File: src/rtl/e_bus_timer.sv
// VIA-style 16-bit interval timer on the 6809 E/Q bus: reload latch, one-shot or
// free-running countdown, interrupt flag and active-low IRQ.
module e_bus_timer #(
    parameter logic [15:0] RESET_LATCH = 16'hFFFF,
    parameter bit          IRQ_REG     = 1'b1
) (
    input  logic       CLK,
    input  logic       RESET,
    input  logic       riseE,
    input  logic       fallE,
    input  logic       CS,
    input  logic [1:0] ADDR,
    input  logic       RnW,
    input  logic [7:0] Din,
    output logic [7:0] Dout,
    output logic       nIRQ
);

    logic [15:0] latch;
    logic [15:0] counter;
    logic        irqEnable;
    logic        freeRun;
    logic        intFlag;
    logic        armed;

    logic       busWrite;
    logic       wrLo;
    logic       wrHi;
    logic       wrCtl;
    logic       wrStat;
    logic       rdLo;
    logic       underflow;
    logic       setFlag;
    logic       clrFlag;
    logic       irqComb;
    logic [7:0] readMux;

    // Bus side effects only ever happen on the fallE strobe.
    assign busWrite  = fallE & CS & ~RnW;
    assign wrLo      = busWrite & (ADDR == 2'd0);
    assign wrHi      = busWrite & (ADDR == 2'd1);
    assign wrCtl     = busWrite & (ADDR == 2'd2);
    assign wrStat    = busWrite & (ADDR == 2'd3);
    assign rdLo      = fallE & CS & RnW & (ADDR == 2'd0);
    assign underflow = fallE & (counter == 16'h0000);
    assign setFlag   = underflow & (freeRun | armed);
    assign clrFlag   = rdLo | (wrStat & Din[7]);
    assign irqComb   = ~(intFlag & irqEnable);

    always_comb begin
        readMux = 8'h00;
        case (ADDR)
            2'd0:    readMux = counter[7:0];
            2'd1:    readMux = counter[15:8];
            2'd2:    readMux = {6'b0, freeRun, irqEnable};
            default: readMux = {intFlag, 6'b0, armed};
        endcase
    end

    always_ff @(posedge CLK or posedge RESET) begin
        if (RESET) begin
            latch     <= RESET_LATCH;
            counter   <= RESET_LATCH;
            irqEnable <= 1'b0;
            freeRun   <= 1'b0;
            intFlag   <= 1'b0;
            armed     <= 1'b0;
            Dout      <= 8'h00;
        end else begin
            if (riseE && CS && RnW)
                Dout <= readMux;
            if (wrLo)
                latch[7:0] <= Din;
            if (wrHi)
                latch[15:8] <= Din;
            if (wrCtl) begin
                irqEnable <= Din[0];
                freeRun   <= Din[1];
            end
            // Reload uses the latch as it stood before this strobe's writes.
            if (fallE) begin
                if (wrHi)
                    counter <= {Din, latch[7:0]};
                else if (counter == 16'h0000)
                    counter <= freeRun ? latch : 16'hFFFF;
                else
                    counter <= counter - 16'd1;
            end
            // Load beats underflow, underflow beats any clear.
            if (wrHi)
                intFlag <= 1'b0;
            else if (setFlag)
                intFlag <= 1'b1;
            else if (clrFlag)
                intFlag <= 1'b0;
            if (wrHi)
                armed <= 1'b1;
            else if (underflow && !freeRun)
                armed <= 1'b0;
        end
    end

    generate
        if (IRQ_REG) begin : gRegIrq
            logic irqQ;
            always_ff @(posedge CLK or posedge RESET) begin
                if (RESET)
                    irqQ <= 1'b1;
                else
                    irqQ <= irqComb;
            end
            assign nIRQ = irqQ;
        end else begin : gCombIrq
            assign nIRQ = irqComb;
        end
    endgenerate

endmodule

File: config.mk
export PLATFORM = sky130hd
export DESIGN_NAME = e_bus_timer
export DESIGN_NICKNAME = d
export VERILOG_FILES = /design/src/rtl/e_bus_timer.sv
export SDC_FILE = /design/constraint.sdc
export NUM_CORES = 1
export LEC_CHECK = 0
export CORE_AREA = 10 10 136 76
export DETAILED_ROUTE_END_ITERATION = 6
export DIE_AREA = 0 0 146 86
export SKIP_LAST_GASP = 1
export SYNTH_ARGS = -nofsm -noshare
export SYNTH_HDL_FRONTEND = slang
export SYNTH_SLANG_ARGS = --single-unit
File: constraint.sdc
create_clock -name CLK -period 3.1 [get_ports CLK]
set_input_delay 0.62 -clock CLK [delete_from_list [all_inputs] [get_ports CLK]]
set_output_delay 0.62 -clock CLK [all_outputs]
set_load 0.01 [all_outputs]
==> load_flow_metrics.sql, run 1 <==
INSERT INTO impl_metrics (metric_group, metric, value, unit) VALUES
('sta', 'slew_headroom', '0.612', ''),
('worst_setup_path', 'worst_ep_required_time', '3.33', 'ns'),
('sta', 'fin_setup_tns', '0', 'ns'),
('route', 'detailedRoute.firstIterationViolations', '212', ''),
('global_routing', 'groute.usage.overall', '0.106', ''),
('place', 'detailedPlacementHpwl', '4750', 'um'),
('worst_setup_path', 'setup.worst_path.start_class', 'flip-flop', ''),
('clock_network', 'cts_max_path_buffers', '2', ''),
('worst_setup_path', 'worst-endpoint-arrival', '2.78', 'ns'),
('worst_setup_path', 'crit_type', 'flip-flop to flip-flop', ''),
('sta', 'report.final.slew_viol_count', '0', ''),
('power_and_ir_drop', 'netSwitchingFraction', '0.323', ''),
('clock_network', 'postCtsResizedCells', '0', ''),
('power_and_ir_drop', 'p_leak', '1.17', 'nW'),
('route', 'vias', '2053', ''),
('clock_network', 'tritoncts', 'yes', ''),
('clock_network', 'clock-sinks', '45', ''),
('logic_synthesis', 'netlist-cell-type-count', '47', ''),
('global_routing', 'antenna_found_initial', '0', ''),
('route', 'drc', '0', ''),
('global_routing', 'first_pass_grt_wire_length', '10900', 'um'),
('sta', 'final.hold.worst_slack', '0.429', 'ns'),
('clock_network', 'post_cts_buffers', '0', ''),
('worst_setup_path', 'r2r.worst_path.cells', '7', ''),
('min_path', 'class_of_the_tightest_hold_or_removal_check', 'flip-flop to flip-flop', ''),
('status', 'run_status', 'completed', ''),
('worst_setup_path', 'critical_path.reg2reg.endpoint', 'counter[12]$_DFFE_PP1P_', ''),
('power_and_ir_drop', 'power.ir.vdd_worst', '0.000261', 'V'),
('sta', 'period_needed', '2.55', 'ns'),
('logic_synthesis', 'synth-edff-count', '0', ''),
('worst_setup_path', 'worstSetupEndpointType', 'flip-flop', ''),
('sta', 'timing.final.hold_violations', '0', ''),
('sta', 'setup-violations-final', '0', ''),
('clock_network', 'cts.hold.buffers_added', '0', ''),
('clock_network', 'number_of_buffers_inserted_during_clock_tree_synthesis', '5', ''),
('global_routing', 'first_global_vias', '2079', ''),
('logic_synthesis', 'ys_dominant_reg_cell', 'sky130_fd_sc_hd__dfstp_2', ''),
('sta', 'worstMarginPinSlew', '0.578', 'ns'),
('worst_setup_path', 'critPathLaunch', 'counter[0]$_DFFE_PP1P_', ''),
('logic_synthesis', 'synthesis.nets', '270', ''),
('power_and_ir_drop', 'internal_power', '1.55', 'mW'),
('worst_setup_path', 'cp-endpoint', 'counter[12]$_DFFE_PP1P_', ''),
('die', 'die_area', '12600', 'sq um'),
('sta', 'timing.clock.skew', '0.00526', 'ns'),
('layout', 'post_route_cells_drive_above_1_share', '0.282', ''),
('sta', 'setup_repair_after_global_routing_missed_its_margin', 'no', ''),
('place', 'gp_routability_congestion', '0.855', ''),
('worst_setup_path', 'worst-path-max-fanout', '8', ''),
('logic_synthesis', 'ys_seq_elements', '45', ''),
('clock_network', 'clock-root-buffer', 'sky130_fd_sc_hd__clkbuf_16', ''),
('power_and_ir_drop', 'power_frac_comb', '0.280', ''),
('route', 'antenna_violating_nets_post_route', '0', ''),
('die', 'floorplan.die.height', '86', 'um'),
('layout', 'most_used_cells_in_the_layout_excluding_fill_and_tap_cells', '42 x sky130_fd_sc_hd__nand2_1, 33 x sky130_fd_sc_hd__dfstp_2, 24 x sky130_fd_sc_hd__clkdlybuf4s50_1, 17 x sky130_fd_sc_hd__nor2_1, 16 x sky130_fd_sc_hd__nor3_1', ''),
('power_and_ir_drop', 'p_sw', '738', 'uW'),
('worst_setup_path', 'worst_r2r_startpoint', 'counter[0]$_DFFE_PP1P_', ''),
('die', 'ioPinCount', '25', ''),
('global_routing', 'grt_max_degree', '46', ''),
('power_and_ir_drop', 'clock_power_share', '0.272', ''),
('logic_synthesis', 'netlist_instances', '252', ''),
('layout', 'mostFrequentLayoutCell', 'sky130_fd_sc_hd__nand2_1', ''),
('die', 'core_region_area', '7860', 'sq um'),
('clock_network', 'cts.reportedPaths.clkPinSlew', '0.06', 'ns'),
('layout', 'filler_cell_count', '748', ''),
('run', 'maxCapViolCount', '0', ''),
('layout', 'fin_nets', '294', ''),
('worst_setup_path', 'setup.reg_to_reg.worst_slack', '0.55', 'ns'),
('die', 'floorplan.initialDensity', '0.318', ''),
('sta', 'achievable-frequency', '0.392', 'GHz'),
('route', 'totalWireLength', '6470', 'um'),
('global_routing', 'grt.overflow.total', '0', '');
[power by group through the flow]
stage	clock [mW]	sequential [mW]	combinational (mW)
6_report	0.621	1.02	0.639
5_1_grt	0.655	1.06	0.705
4_1_cts	0.632	1.02	0.639
3_5_place_dp	0	1.03	0.631
3_3_place_gp	0	1.02	0.630
2_1_floorplan	0	0.944	0.528
[worst max-delay path, cell delays in order (launching register included)]
cell,delay [ns]
sky130_fd_sc_hd__dfstp_2,0.40
sky130_fd_sc_hd__inv_1,0.08
sky130_fd_sc_hd__ha_1,0.14
sky130_fd_sc_hd__or4b_2,0.64
sky130_fd_sc_hd__nor4_4,0.46
sky130_fd_sc_hd__nor2_1,0.28
sky130_fd_sc_hd__a21boi_0,0.27
sky130_fd_sc_hd__o221a_2,0.22
[Yosys cell counts, drive strengths merged (6+ instances only)]
cell type  number  area share
nand3           8       0.016
mux2           11       0.050
nor2           17       0.026
nor3           17       0.036
buf             6       0.021
o221a           8       0.036
o21ai           8       0.016
clkbuf         11       0.017
dfstp          33        0.35
mux2i           8       0.032
dfrtp          12        0.12
nor4           10       0.034
nand2          43       0.071
inv             7       0.011
[registers in the layout (all words and copies together) (netlist names)]
signal and count:
intFlag 1, counter 16, Dout 8, irqEnable 1, freeRun 1, latch 16, nIRQ 1, armed 1
[per-layer routing]
metal  track usage  vias to the layer above  routed length [um]
li1              -                      985                   -
met1         0.137                     1012                3090
met2         0.168                       49                2900
met3        0.0304                        7                 395
met4        0.0361                        0                  87
met5             0                        -                   0
[cell type report]
cell class,count,area (sq um),area share
Clock inverter,1,30.0,0.00991
Inverter,7,26.3,0.00867
Timing Repair Buffer,34,315,0.104
Multi-Input combinational cell,183,1210,0.399
Clock buffer,7,143,0.0471
Sequential cell,45,1170,0.385
Tap cell,112,140,0.0462
[through the flow]
stage,utilization,power [mW],cell area (sq um),setup slack (ns),cells
final,0.386,2.28,3030,0.547,389
after CTS,0.386,2.29,3030,0.578,389
after global routing,0.386,2.42,3030,0.382,389
after floorplan,-,1.47,2500,0.871,252
after global placement,0.364,1.65,2860,0.625,381
after detailed placement,0.364,1.66,2860,0.564,381
[logic make-up (layout without fill, tap and decap cells)]
logic type / count (synthesis) / in the layout / synth area share
AND/OR/NAND/NOR: 111 / 111 / 0.231
flip-flops: 45 / 45 / 0.468
adder cells (fa/ha/maj): 2 / 2 / 0.0100
multiplexers: 20 / 20 / 0.0907
buffers and inverters: 24 / 49 / 0.0481
AO/OA/AOI/OAI: 50 / 50 / 0.153
[worst min path at each step]
stage	from	cells past startpoint	slack (ns)	endpoint
finish	intFlag$_DFFE_PP0P_	1	0.43	nIRQ$_DFF_PP1_
global route	intFlag$_DFFE_PP0P_	1	0.46	nIRQ$_DFF_PP1_
CTS	intFlag$_DFFE_PP0P_	1	0.44	nIRQ$_DFF_PP1_
detailed placement	intFlag$_DFFE_PP0P_	1	0.43	nIRQ$_DFF_PP1_
global placement	intFlag$_DFFE_PP0P_	1	0.42	nIRQ$_DFF_PP1_
floorplan	irqEnable$_DFFE_PP0P_	1	0.38	nIRQ$_DFF_PP1_
Power figures use the tool's default switching activity.
==> inputs of run 2 (changes only) <==
==> constraint.sdc (replaced) <==
create_clock -name CLK -period 2.3 [get_ports CLK]
set_input_delay 0.46 -clock CLK [delete_from_list [all_inputs] [get_ports CLK]]
set_output_delay 0.46 -clock CLK [all_outputs]
set_load 0.01 [all_outputs]
==> load_flow_metrics.sql, run 2 (synthesized netlist as in run 1, its figures left out) <==
INSERT INTO impl_metrics (metric_group, metric, value, unit) VALUES
('die', 'floorplan.die.height', '86', 'um'),
('clock_network', 'clock-sinks', '45', ''),
('layout', 'most_used_cells_in_the_layout_excluding_fill_and_tap_cells', '41 x sky130_fd_sc_hd__nand2_1, 33 x sky130_fd_sc_hd__dfstp_2, 31 x sky130_fd_sc_hd__buf_4, 24 x sky130_fd_sc_hd__clkdlybuf4s50_1', ''),
('route', 'totalWireLength', '6960', 'um'),
('clock_network', 'cts.reportedPaths.clkPinSlew', '0.06', 'ns'),
('global_routing', 'grt.overflow.total', '0', ''),
('sta', 'period_needed', '2.28', 'ns'),
('die', 'core_region_area', '7860', 'sq um'),
('route', 'vias', '2190', ''),
('sta', 'final.hold.worst_slack', '0.446', 'ns'),
('layout', 'mostFrequentLayoutCell', 'sky130_fd_sc_hd__nand2_1', ''),
('layout', 'fin_area', '3190', 'sq um'),
('global_routing', 'grt_max_degree', '34', ''),
('clock_network', 'tritoncts', 'yes', ''),
('sta', 'timing.final.hold_violations', '0', ''),
('place', 'place_area', '3000', 'sq um'),
('sta', 'report.final.slew_viol_count', '0', ''),
('global_routing', 'first_pass_grt_wire_length', '11200', 'um'),
('place', 'placed_cells_incl_taps', '398', ''),
('sta', 'worstMarginPinSlew', '0.706', 'ns'),
('sta', 'period_utilisation_layout', '0.992', ''),
('clock_network', 'clock-root-buffer', 'sky130_fd_sc_hd__clkbuf_16', ''),
('power_and_ir_drop', 'power.ir.vdd_worst', '0.000344', 'V'),
('route', 'detail_route.wl_per_cell', '16.9', 'um'),
('route', 'drc', '0', ''),
('min_path', 'class_of_the_tightest_hold_or_removal_check', 'flip-flop to flip-flop', ''),
('layout', 'antenna-diode-count', '0', ''),
('sta', 'achievable-frequency', '0.438', 'GHz'),
('sta', 'setup-violations-final', '0', ''),
('clock_network', 'cts_max_path_buffers', '2', ''),
('global_routing', 'antenna_found_initial', '0', ''),
('route', 'antenna_violating_nets_post_route', '0', ''),
('layout', 'layout.cells.non_filler', '411', ''),
('clock_network', 'htree_num_levels', '2', ''),
('layout', 'post_route_cells_drive_above_1_share', '0.344', ''),
('worst_setup_path', 'worstSetupEndpointType', 'flip-flop', ''),
('layout', 'reg.largest.list', 'counter (16), latch (16), Dout (8)', ''),
('die', 'ioPinCount', '25', ''),
('worst_setup_path', 'worst-endpoint-arrival', '2.49', 'ns'),
('worst_setup_path', 'worst_ep_required_time', '2.51', 'ns'),
('sta', 'fin_setup_tns', '0', 'ns'),
('route', 'detailedRoute.firstPassIterationCount', '4', ''),
('die', 'floorplan.initialDensity', '0.318', ''),
('place', 'detailedPlacementHpwl', '5130', 'um'),
('worst_setup_path', 'crit_type', 'flip-flop to flip-flop', ''),
('layout', 'filler_cell_count', '746', ''),
('worst_setup_path', 'setup.worst_path.start_class', 'flip-flop', ''),
('place', 'port_buffers', '24', ''),
('route', 'viasPerCell', '5.33', ''),
('clock_network', 'number_of_buffers_inserted_during_clock_tree_synthesis', '5', ''),
('place', 'gp_routability_congestion', '0.943', ''),
('run', 'maxCapViolCount', '0', ''),
('route', 'detailedRoute.firstIterationViolations', '208', ''),
('die', 'die_area', '12600', 'sq um'),
('power_and_ir_drop', 'power_density', '955', 'nW/um^2'),
('clock_network', 'cts.hold.buffers_added', '0', ''),
('power_and_ir_drop', 'p_leak', '1.27', 'nW'),
('global_routing', 'first_global_vias', '2125', ''),
('die', 'core.rowCount', '23', ''),
('die', 'die_boundary_width', '146', 'um'),
('global_routing', 'groute.usage.overall', '0.108', ''),
('sta', 'timing.clock.skew', '0.00687', 'ns'),
('worst_setup_path', 'worst-path-max-fanout', '4', ''),
('layout', 'fin_nets', '316', ''),
('clock_network', 'worstSkewPairLatency', '0.28', 'ns'),
('sta', 'slew_headroom', '0.526', ''),
('layout', 'area_grow_syn2layout', '27.7', '%'),
('status', 'run_status', 'completed', '');
-- run 2: worst paths after layout --
path	from	to	slack, ns	depth (start not counted)
max in group asynchronous	RESET	counter[7]$_DFFE_PP1P_	1.19	3
hold reg to reg	intFlag$_DFFE_PP0P_	nIRQ$_DFF_PP1_	0.45	1
min in group asynchronous	RESET	latch[3]$_DFFE_PP1P_	0.85	2
setup reg to reg	counter[1]$_DFFE_PP1P_	counter[12]$_DFFE_PP1P_	0.02	8
hold / removal	intFlag$_DFFE_PP0P_	nIRQ$_DFF_PP1_	0.45	1
setup / recovery	counter[1]$_DFFE_PP1P_	counter[12]$_DFFE_PP1P_	0.02	8
-- run 2: what timing repair did --
item,in CTS,in global routing
resized for setup,1,4
setup buffers,1,4
hold endpoints to repair,0,0
pin swaps,2,3
setup endpoints to repair,1,5
-- run 2: layout make-up --
class,instances,area [sq um],share of cell area
clock buffers,7,133,0.0416
clock inverters,1,5.00,0.00157
inverters,7,26.3,0.00824
multi-input cells,183,1220,0.384
flip-flops and latches,45,1170,0.366
well taps,112,140,0.0440
repair buffers,56,493,0.155
-- run 2: critical path: stages, from the launching register on --
cell,delay [ns]
sky130_fd_sc_hd__dfstp_2,0.37
sky130_fd_sc_hd__inv_1,0.06
sky130_fd_sc_hd__ha_1,0.14
sky130_fd_sc_hd__or4b_4,0.48
sky130_fd_sc_hd__nor4_4,0.39
sky130_fd_sc_hd__buf_4,0.20
sky130_fd_sc_hd__nand2_2,0.06
sky130_fd_sc_hd__o32a_1,0.38
sky130_fd_sc_hd__o221a_2,0.12
-- run 2: through the flow --
stage / util / power, mW / setup slack, ns
global placement: 0.382 / 2.32 / 0.0864
floorplan: - / 1.98 / 0.0713
finish: 0.406 / 3.05 / 0.0180
global route: 0.406 / 3.23 / -0.0381
CTS: 0.401 / 3.05 / 0.00587
detailed placement: 0.382 / 2.35 / 0.00317
-- run 2: routing by layer --
metal,global-route usage,up-vias,wire [um]
met3,0.0246,6,620
met1,0.149,1063,3150
met2,0.166,92,3120
met5,0,-,0
met4,0.0280,0,66
li1,-,1029,-
-- run 2: power by group --
part | internal (mW) | switching [mW]
sequential | 1.12 | 0.212
clock | 0.401 | 0.278
combinational | 0.510 | 0.527
==> inputs of run 3 (changes only) <==
--- a/config.mk
+++ b/config.mk
@@ -5,9 +5,10 @@
 export SDC_FILE = /design/constraint.sdc
 export NUM_CORES = 1
 export LEC_CHECK = 0
-export CORE_AREA = 10 10 136 76
+export CORE_AREA = 10 10 113 90
+export CTS_CLUSTER_SIZE = 12
 export DETAILED_ROUTE_END_ITERATION = 6
-export DIE_AREA = 0 0 146 86
+export DIE_AREA = 0 0 123 100
 export SKIP_LAST_GASP = 1
 export SYNTH_ARGS = -nofsm -noshare
 export SYNTH_HDL_FRONTEND = slang
==> load_flow_metrics.sql, run 3 (synthesized netlist as in run 1, its figures left out) <==
INSERT INTO impl_metrics (metric_group, metric, value, unit) VALUES
('status', 'run_status', 'completed', ''),
('min_path', 'class_of_the_tightest_hold_or_removal_check', 'flip-flop to flip-flop', ''),
('route', 'drc', '0', ''),
('clock_network', 'cts_max_path_buffers', '2', ''),
('worst_setup_path', 'timing.critical_path.slowest_stage_cell', 'sky130_fd_sc_hd__or4_4', ''),
('clock_network', 'clock-sinks', '45', ''),
('layout', 'fin_nets', '312', ''),
('min_path', 'min-delay-start', 'irqEnable$_DFFE_PP0P_', ''),
('worst_setup_path', 'setup.reg_to_reg.worst_slack', '0.07', 'ns'),
('layout', 'fin_area', '3120', 'sq um'),
('route', 'detail_route.wl_per_cell', '17.1', 'um'),
('sta', 'slew_headroom', '0.665', ''),
('clock_network', 'tritoncts', 'yes', ''),
('place', 'place_area', '3000', 'sq um'),
('layout', 'antenna-diode-count', '0', ''),
('die', 'die_boundary_width', '123', 'um'),
('die', 'floorplan.die.height', '100', 'um'),
('clock_network', 'cts.hold.buffers_added', '0', ''),
('layout', 'postLayoutCoreUtil', '0.385', ''),
('worst_setup_path', 'buffers_and_inverters_on_the_worst_path', '2', ''),
('route', 'viasPerCell', '5.31', ''),
('power_and_ir_drop', 'power.ir.vdd_worst', '0.000333', 'V'),
('layout', 'register_area', '1170', 'sq um'),
('clock_network', 'htree_num_levels', '2', ''),
('worst_setup_path', 'max_stage_delay', '0.51', 'ns'),
('sta', 'setup-violations-final', '0', ''),
('worst_setup_path', 'worst-path-max-fanout', '5', ''),
('run', 'maxCapViolCount', '0', ''),
('layout', 'multiInputGateArea', '1230', 'sq um'),
('die', 'ioPinCount', '25', ''),
('global_routing', 'grt_util_met1', '0.170', ''),
('global_routing', 'first_global_vias', '2124', ''),
('place', 'port_buffers', '24', ''),
('die', 'core.rowCount', '29', ''),
('die', 'core_region_area', '8090', 'sq um'),
('place', 'gp_routability_congestion', '0.847', ''),
('place', 'placed_cells_incl_taps', '392', ''),
('worst_setup_path', 'crit_path_cell_trace', 'inv_1 -> ha_1 -> or4b_4 -> or4_4 -> buf_2 -> nor3_1 -> a211oi_1', ''),
('route', 'antenna_violating_nets_post_route', '0', ''),
('route', 'vias', '2139', ''),
('worst_setup_path', 'r2r.worst_path.cells', '7', ''),
('sta', 'setup_repair_after_global_routing_missed_its_margin', 'yes', ''),
('global_routing', 'gr-usage-met3', '0.0275', ''),
('place', 'detailedPlacementHpwl', '4940', 'um'),
('die', 'die_area', '12300', 'sq um'),
('sta', 'final.hold.worst_slack', '0.445', 'ns'),
('power_and_ir_drop', 'power_density', '912', 'nW/um^2'),
('sta', 'timing.final.hold_violations', '0', ''),
('worst_setup_path', 'setup.worst_path.start_class', 'flip-flop', ''),
('clock_network', 'cts.reportedPaths.clkPinSlew', '0.09', 'ns'),
('place', 'detailedPlace.worstSlack', '-0.0496', 'ns'),
('worst_setup_path', 'worst_ep_required_time', '2.51', 'ns'),
('power_and_ir_drop', 'p_total', '2.84', 'mW'),
('min_path', 'min_path_cells', '1', ''),
('route', 'detailedRoute.firstIterationViolations', '203', ''),
('global_routing', 'groute.usage.overall', '0.115', ''),
('worst_setup_path', 'worst_r2r_startpoint', 'counter[0]$_DFFE_PP1P_', ''),
('layout', 'mostFrequentLayoutCell', 'sky130_fd_sc_hd__nand2_1', ''),
('global_routing', 'grt.overflow.total', '0', ''),
('power_and_ir_drop', 'p_leak', '1.24', 'nW'),
('route', 'detailedRoute.firstPassIterationCount', '4', ''),
('route', 'totalWireLength', '6910', 'um'),
('layout', 'most_used_cells_in_the_layout_excluding_fill_and_tap_cells', '42 x sky130_fd_sc_hd__nand2_1, 33 x sky130_fd_sc_hd__dfstp_2, 25 x sky130_fd_sc_hd__buf_4, 24 x sky130_fd_sc_hd__clkdlybuf4s50_1, 16 x sky130_fd_sc_hd__nor2_1', ''),
('clock_network', 'worstSkewPairLatency', '0.30', 'ns'),
('clock_network', 'clock-root-buffer', 'sky130_fd_sc_hd__clkbuf_8', ''),
('worst_setup_path', 'critical_path.reg2reg.endpoint', 'counter[7]$_DFFE_PP1P_', ''),
('sta', 'fin_setup_tns', '0', 'ns'),
('worst_setup_path', 'critical-path-top-delay-family', 'simple AND/OR/NAND/NOR gates', ''),
('sta', 'timing.clock.skew', '0.00557', 'ns'),
('sta', 'period_needed', '2.23', 'ns'),
('worst_setup_path', 'worstSetupEndpointType', 'flip-flop', ''),
('worst_setup_path', 'crit_type', 'flip-flop to flip-flop', ''),
('global_routing', 'first_pass_grt_wire_length', '11300', 'um'),
('die', 'floorplan.initialDensity', '0.308', ''),
('global_routing', 'grt_max_degree', '46', ''),
('global_routing', 'met2_usage_in_global_routing', '0.159', ''),
('sta', 'achievable-frequency', '0.448', 'GHz'),
('sta', 'worstMarginPinSlew', '0.490', 'ns'),
('global_routing', 'top_usage_layer', 'met1', ''),
('layout', 'reg.largest.list', 'counter (16), latch (16), Dout (8)', ''),
('worst_setup_path', 'worst-endpoint-arrival', '2.45', 'ns'),
('layout', 'post_route_cells_drive_above_1_share', '0.336', ''),
('sta', 'final.setup.worst_slack', '0.0663', 'ns'),
('layout', 'area_grow_syn2layout', '25.0', '%'),
('sta', 'period_utilisation_layout', '0.971', ''),
('layout', 'filler_cell_count', '809', ''),
('layout', 'layout.cells.non_filler', '403', ''),
('global_routing', 'antenna_found_initial', '0', ''),
('min_path', 'hold_end', 'nIRQ$_DFF_PP1_', ''),
('clock_network', 'number_of_buffers_inserted_during_clock_tree_synthesis', '5', ''),
('sta', 'report.final.slew_viol_count', '0', '');
run 3: how the worst max path moves through the flow:
stage | slack (ns) | endpoint | startpoint | cells after the start
floorplan | 0.07 | counter[15]$_DFFE_PP1P_ | counter[3]$_DFFE_PP1P_ | 8
global placement | -0.02 | counter[12]$_DFFE_PP1P_ | counter[0]$_DFFE_PP1P_ | 8
detailed placement | -0.05 | counter[6]$_DFFE_PP1P_ | counter[0]$_DFFE_PP1P_ | 7
CTS | -0.02 | counter[9]$_DFFE_PP1P_ | counter[0]$_DFFE_PP1P_ | 8
global route | -0.01 | counter[9]$_DFFE_PP1P_ | counter[0]$_DFFE_PP1P_ | 8
finish | 0.07 | counter[7]$_DFFE_PP1P_ | counter[0]$_DFFE_PP1P_ | 7
run 3: metal layers:
layer	share of wire	up-vias
met5	0	-
met4	0.014	0
met3	0.048	10
met2	0.41	53
met1	0.53	1051
li1	-	1025
run 3: where the power goes:
group	switching, mW	leakage (nW)	internal, mW
Clock	0.269	0.0450	0.211
Sequential	0.207	0.501	1.12
Combinational	0.526	0.693	0.516
Total	1.00	1.24	1.84
run 3: area by class of cell:
type / instances / share of cell area
clock buffer: 6 / 0.0233
clock inverter: 2 / 0.00321
inverter: 7 / 0.00842
multi-input combinational: 183 / 0.396
sequential: 45 / 0.374
tap: 108 / 0.0433
timing repair buffer: 52 / 0.152
run 3: repair_timing:
item,CTS,global route
setup endpoints to repair,6,7
pin swaps,1,1
resized for setup,4,1
setup buffers,3,0
